===== src/rtl/cache_mem_arbiter_pkg.sv =====
// Shared definitions for the cache-to-main-memory arbiter and the cache
// controllers that sit on either side of it.
package cache_mem_arbiter_pkg;

  // Block address and block data widths shared with both cache controllers.
  localparam int ADDR_W_DEF       = 28;
  localparam int DATA_W_DEF       = 128;
  localparam int STARVE_LIMIT_DEF = 4;

  // Arbiter states: idle, or a block transfer owned by one cache.
  typedef enum logic [1:0] {
    IDLE  = 2'd0,
    GNT_I = 2'd1,
    GNT_D = 2'd2
  } arb_state_t;

  // Requester identities, used for the grant decision and last_grant.
  localparam logic REQ_I = 1'b0;
  localparam logic REQ_D = 1'b1;

  // Width of a saturating counter that must be able to hold 0..limit.
  function automatic int cnt_width(input int limit);
    return $clog2(limit + 1);
  endfunction

endpackage


===== src/rtl/cache_mem_arbiter_arb_pick.sv =====
// Winner selection between the I-cache and D-cache requests.
// Default build: D has priority, but I is forced once the starvation
// counter reaches STARVE_LIMIT. With ARB_ROUND_ROBIN_EN defined, a tie
// goes to whichever cache did not win last time.
// A lone requester always wins in either mode.
module arb_pick
  import cache_mem_arbiter_pkg::*;
#(
  parameter int STARVE_LIMIT = STARVE_LIMIT_DEF,
  parameter int CNT_W        = cnt_width(STARVE_LIMIT)
) (
  input  logic             i_req,
  input  logic             d_req,
`ifdef ARB_ROUND_ROBIN_EN
  input  logic             last_grant,
`else
  input  logic [CNT_W-1:0] starve_cnt,
`endif
  output logic             grant_valid,
  output logic             grant_id
);

`ifndef ARB_ROUND_ROBIN_EN
  localparam logic [CNT_W-1:0] LIMIT_CNT = CNT_W'(STARVE_LIMIT);
`endif

  // Pick a winner whenever at least one cache is requesting.
  always_comb begin
    grant_valid = i_req | d_req;
    grant_id    = REQ_I;
    if (i_req && d_req) begin
`ifdef ARB_ROUND_ROBIN_EN
      grant_id = (last_grant == REQ_I) ? REQ_D : REQ_I;
`else
      grant_id = (starve_cnt == LIMIT_CNT) ? REQ_I : REQ_D;
`endif
    end else if (d_req) begin
      grant_id = REQ_D;
    end
  end

endmodule


===== src/rtl/cache_mem_arbiter.sv =====
// Shares the single main-memory port between the I-cache and D-cache.
// One block transfer is granted at a time; the winner's command is
// registered onto the memory bus, and the memory's completion pulse and
// read data are routed back to the granted cache only.
// Optional feature macro: ARB_ROUND_ROBIN_EN (round-robin tie-break
// instead of D priority with a starvation limit).
module cache_mem_arbiter
  import cache_mem_arbiter_pkg::*;
#(
  parameter int ADDR_W       = ADDR_W_DEF,
  parameter int DATA_W       = DATA_W_DEF,
  parameter int STARVE_LIMIT = STARVE_LIMIT_DEF
) (
  input  logic              clk,
  input  logic              rst,
  input  logic              i_read,
  input  logic [ADDR_W-1:0] i_addr,
  output logic [DATA_W-1:0] i_rdata,
  output logic              i_ready,
  input  logic              d_read,
  input  logic              d_write,
  input  logic [ADDR_W-1:0] d_addr,
  input  logic [DATA_W-1:0] d_wdata,
  output logic [DATA_W-1:0] d_rdata,
  output logic              d_ready,
  output logic              mem_read,
  output logic              mem_write,
  output logic [ADDR_W-1:0] mem_addr,
  output logic [DATA_W-1:0] mem_wdata,
  input  logic [DATA_W-1:0] mem_rdata,
  input  logic              mem_ready,
  output logic              busy
);

  localparam int CNT_W = cnt_width(STARVE_LIMIT);

  arb_state_t state;
  logic       d_req;
  logic       grant_valid;
  logic       grant_id;

`ifdef ARB_ROUND_ROBIN_EN
  logic last_grant;
`else
  localparam logic [CNT_W-1:0] LIMIT_CNT = CNT_W'(STARVE_LIMIT);
  logic [CNT_W-1:0] starve_cnt;
`endif

  assign d_req = d_read | d_write;
  assign busy  = (state != IDLE);

  arb_pick #(
    .STARVE_LIMIT (STARVE_LIMIT),
    .CNT_W        (CNT_W)
  ) u_pick (
    .i_req       (i_read),
    .d_req       (d_req),
`ifdef ARB_ROUND_ROBIN_EN
    .last_grant  (last_grant),
`else
    .starve_cnt  (starve_cnt),
`endif
    .grant_valid (grant_valid),
    .grant_id    (grant_id)
  );

  // Grant FSM: latch the winner's command on the grant edge, hold it until
  // memory completes, then drop the command and return to IDLE.
  always_ff @(posedge clk or posedge rst) begin
    if (rst) begin
      state     <= IDLE;
      mem_read  <= 1'b0;
      mem_write <= 1'b0;
      mem_addr  <= '0;
      mem_wdata <= '0;
    end else begin
      case (state)
        IDLE: begin
          if (grant_valid) begin
            if (grant_id == REQ_I) begin
              state     <= GNT_I;
              mem_read  <= 1'b1;
              mem_write <= 1'b0;
              mem_addr  <= i_addr;
              mem_wdata <= '0;
            end else begin
              // A write-back always goes first; the D-cache re-requests
              // the allocate read afterwards.
              state     <= GNT_D;
              mem_read  <= ~d_write;
              mem_write <= d_write;
              mem_addr  <= d_addr;
              mem_wdata <= d_write ? d_wdata : '0;
            end
          end
        end
        GNT_I, GNT_D: begin
          if (mem_ready) begin
            state     <= IDLE;
            mem_read  <= 1'b0;
            mem_write <= 1'b0;
          end
        end
        default: state <= IDLE;
      endcase
    end
  end

`ifdef ARB_ROUND_ROBIN_EN
  // Remember who won the most recent grant for the round-robin tie-break.
  always_ff @(posedge clk or posedge rst) begin
    if (rst) begin
      last_grant <= REQ_I;
    end else if (state == IDLE && grant_valid) begin
      last_grant <= grant_id;
    end
  end
`else
  // Count D grants that overtook a waiting I request, saturating at the limit.
  always_ff @(posedge clk or posedge rst) begin
    if (rst) begin
      starve_cnt <= '0;
    end else if (state == IDLE) begin
      if (!i_read || (grant_valid && grant_id == REQ_I)) begin
        starve_cnt <= '0;
      end else if (grant_valid && grant_id == REQ_D && starve_cnt != LIMIT_CNT) begin
        starve_cnt <= starve_cnt + 1'b1;
      end
    end
  end
`endif

  // Route the completion pulse and read data to the owning cache only.
  always_comb begin
    i_ready = (state == GNT_I) && mem_ready;
    d_ready = (state == GNT_D) && mem_ready;
    i_rdata = i_ready ? mem_rdata : '0;
    d_rdata = (d_ready && mem_read) ? mem_rdata : '0;
  end

endmodule


===== config.mk =====
export PLATFORM = sky130hd
export DESIGN_NAME = cache_mem_arbiter
export DESIGN_NICKNAME = d
export VERILOG_FILES = /design/src/rtl/cache_mem_arbiter_pkg.sv /design/src/rtl/cache_mem_arbiter_arb_pick.sv /design/src/rtl/cache_mem_arbiter.sv
export SDC_FILE = /design/constraint.sdc
export NUM_CORES = 1
export LEC_CHECK = 0
export ABC_AREA = 1
export CORE_AREA = 10 10 280 282
export CTS_CLUSTER_DIAMETER = 120
export DETAILED_ROUTE_END_ITERATION = 10
export DIE_AREA = 0 0 290 292
export GPL_ROUTABILITY_DRIVEN = 0
export SLEW_MARGIN = 5
export SYNTH_ARGS = -nofsm -noshare
export SYNTH_HDL_FRONTEND = slang
export SYNTH_SLANG_ARGS = --single-unit

===== constraint.sdc =====
create_clock -name clk -period 11.4 [get_ports clk]
set_input_delay 1.14 -clock clk [delete_from_list [all_inputs] [get_ports clk]]
set_output_delay 1.14 -clock clk [all_outputs]
set_load 0.01 [all_outputs]

==> metrics.txt <==
status=completed; max-capacitance violation count=0; clock-pin slew on the worst setup and hold paths=0.07 ns; insertion delay to the later sink of the worst-skew pair=0.48 ns; root buffer cell=sky130_fd_sc_hd__clkbuf_16; required time of the critical path=10.26 ns; number of standard-cell rows in the floorplan=99; CP startpoint kind=input port; r2r startpoint=state[0]; main area contributors after synthesis=sky130_fd_sc_hd__dfrtp_1, sky130_fd_sc_hd__nand2_1, sky130_fd_sc_hd__nor2_1; Synth-to-Final Area Change=101.9%; detailed-router iteration count before antenna repair=7; global routing usage summed across all routing layers=15.00%; Hold Fails Final Rpt=0; post-synth design cell area=0.008701 sq mm; GRT overflow=0; initial antenna violation count=35; number of buffers added for setup after CTS=0; signal arrival time at the worst endpoint=3.87 ns; Max Fclk=0.1997 GHz; Critical Path Sink Type=output pin; top-level port count=735; count of routing violations after the opening detailed-route iteration=534; Relative slew margins=33.94%; register-to-register setup slack=8.52 ns; first-pass GRT wire length=90840 um; fin area=0.01756 sq mm; antenna-violating nets left=0; setup TNS after final layout=0 ns; count of buffers inserted at the top-level ports=734; number of nets in the layout=2240; worst setup path endpoint=d_rdata[41]; buffers from clock root to sink, at most=2; crit path time final=5.008 ns; PwrDens=198.0 mW/mm^2; vias=10960; cts repair resizes=0; Leak Pwr=8.143 nW; width of the die=290 um; sequential cell area fraction in the yosys report=46.88%; average wire per standard cell=23.02 um; Inserted Clock Buffers=17; transition time at the pin with the least slew margin=0.9909 ns; Core Area=0.07259 sq mm; final-report max-slew violation count=0; Die Footprint=0.08468 sq mm; post-synthesis cell type count=19; total cell area at the placement stage=0.01695 sq mm; worst min-delay path class=register to register; Synth area leader=sky130_fd_sc_hd__dfrtp_1; quantity of hold-fixing buffers added after cts=0; Initial Utilization=11.99%; Vias/cell=3.785; VDD IR max=0.1379 mV; category of the critical setup timing path=input port to output pin; net count after synthesis=1575; Critical path origin=mem_ready; wire length reported by the detailed router=66620 um; endpoint of the worst register-to-register path=mem_wdata[108]; # clock sinks=163; final routed DRC violation total=0; number of warning messages in the yosys log=0; Detail Placement HPWL=54410 um; area share of the leading cell type in the synthesized netlist=46.88%; via count of the first global-routing pass=11160; H-tree Lvls=4; fraction of final layout cells sized beyond drive strength 1=2.746%; post-synthesis area per instance=6.950 sq um; period utilisation layout=43.93%; count of state elements after synthesis=163; Clock Skews=0.01324 ns; Crit Path Max Fanout=92; setup violation total in the final timing report=0; synthesized instance count=1252; CTS tree=done; RSZ-0062 raised after global routing=no; Total Power Consumption=0.003477 W; Worst Reg-to-Reg Cells=8; Vert. Die Dim=292 um; largest net degree at the start of global routing=159
flip-flops by register name (all words and copies together) (netlist names):
register,flops
starve_cnt,3
mem_addr,28
mem_read,1
mem_write,1
state,2
mem_wdata,128
through the flow:
stage | hold WS (ns) | utilization (%) | cells | setup WS, ns
2_1_floorplan | 0.4763 | - | 1252 | 5.855
3_3_place_gp | 0.4614 | 23.35 | 2857 | 6.371
3_5_place_dp | 0.4643 | 23.35 | 2857 | 6.345
4_1_cts | 0.4837 | 24.18 | 2889 | 6.340
5_1_grt | 0.5005 | 24.19 | 2893 | 6.199
6_report | 0.4808 | 24.20 | 2894 | 6.392
power by group:
part           switching [W]  internal, W  total (W)
clock network       0.000285     0.000330   0.000615
logic               0.000999     0.000845    0.00184
registers           0.000164     0.000853    0.00102
cell families after synthesis:
logic type               share of synthesized area, %
AO/OA/AOI/OAI                                  0.5320
XOR/XNOR                                       0.1007
adder cells (fa/ha/maj)                        0.7190
buffers and inverters                           11.48
flip-flops                                      46.88
AND/OR/NAND/NOR                                 40.29
critical path, cell delays in order:
cell                              delay [ns]
sky130_fd_sc_hd__clkdlybuf4s50_1        0.57
sky130_fd_sc_hd__nand2_1                0.14
sky130_fd_sc_hd__inv_1                  0.11
sky130_fd_sc_hd__nand2_4                0.31
sky130_fd_sc_hd__buf_4                  0.79
sky130_fd_sc_hd__nor2_1                 0.14
sky130_fd_sc_hd__clkdlybuf4s50_1        0.56
per-layer routing:
layer	global-route usage, %	part of all wire, %	up-vias
met2	25.40	49	572
li1	-	-	5177
met1	16.68	39	5097
met3	6.842	10	97
met5	0	0.12	-
met4	4.361	2.3	12
final cells by class:
| type | instances | area [sq um] |
|---|---|---|
| Antenna cell | 5 | 12.51 |
| Clock inverter | 14 | 171.4 |
| Timing Repair Buffer | 746 | 7447 |
| Clock buffer | 18 | 429.2 |
| Tap cell | 959 | 1200 |
| Multi-Input combinational cell | 838 | 3651 |
| Inverter | 151 | 574.3 |
| Sequential cell | 163 | 4079 |
| Fill cell | 8045 | 55020 |
how the worst min path moves through the flow:
stage                              from            end  slack, ns  cells past startpoint
after floorplan                state[0]       state[0]       0.48                      2
after global placement     mem_addr[24]   mem_addr[24]       0.46                      2
after detailed placement  mem_wdata[43]  mem_wdata[43]       0.46                      2
after CTS                 mem_wdata[43]  mem_wdata[43]       0.48                      2
after global routing       mem_addr[21]   mem_addr[21]       0.50                      2
final                      mem_addr[27]   mem_addr[27]       0.48                      2
cell usage in the layout, fill, tap and decap left out, types with 2 or more instances in the layout:
cell type                         count
sky130_fd_sc_hd__buf_4               12
sky130_fd_sc_hd__clkinv_4             6
sky130_fd_sc_hd__nand3b_1            11
sky130_fd_sc_hd__nor2_1             256
sky130_fd_sc_hd__ha_1                 5
sky130_fd_sc_hd__inv_8                3
sky130_fd_sc_hd__inv_1              148
sky130_fd_sc_hd__inv_6                3
sky130_fd_sc_hd__diode_2              5
sky130_fd_sc_hd__bufinv_16            2
sky130_fd_sc_hd__dfrtp_1            163
sky130_fd_sc_hd__nand4_1            128
sky130_fd_sc_hd__nand2_4              2
sky130_fd_sc_hd__o21ai_0              5
sky130_fd_sc_hd__nand3_1             33
sky130_fd_sc_hd__clkdlybuf4s50_1    733
sky130_fd_sc_hd__clkbuf_16           17
sky130_fd_sc_hd__nand2_1            392
synthesized netlist by cell type (all sizes together):
cell,number
a21oi,2
buf,43
clkbuf,57
dfrtp,163
ha,5
inv,151
nand2,394
nand3,34
nand3b,11
nand4,128
nor2,257
o21ai,5
or2,1
xor2,1
(Power assumes the default switching activity.)
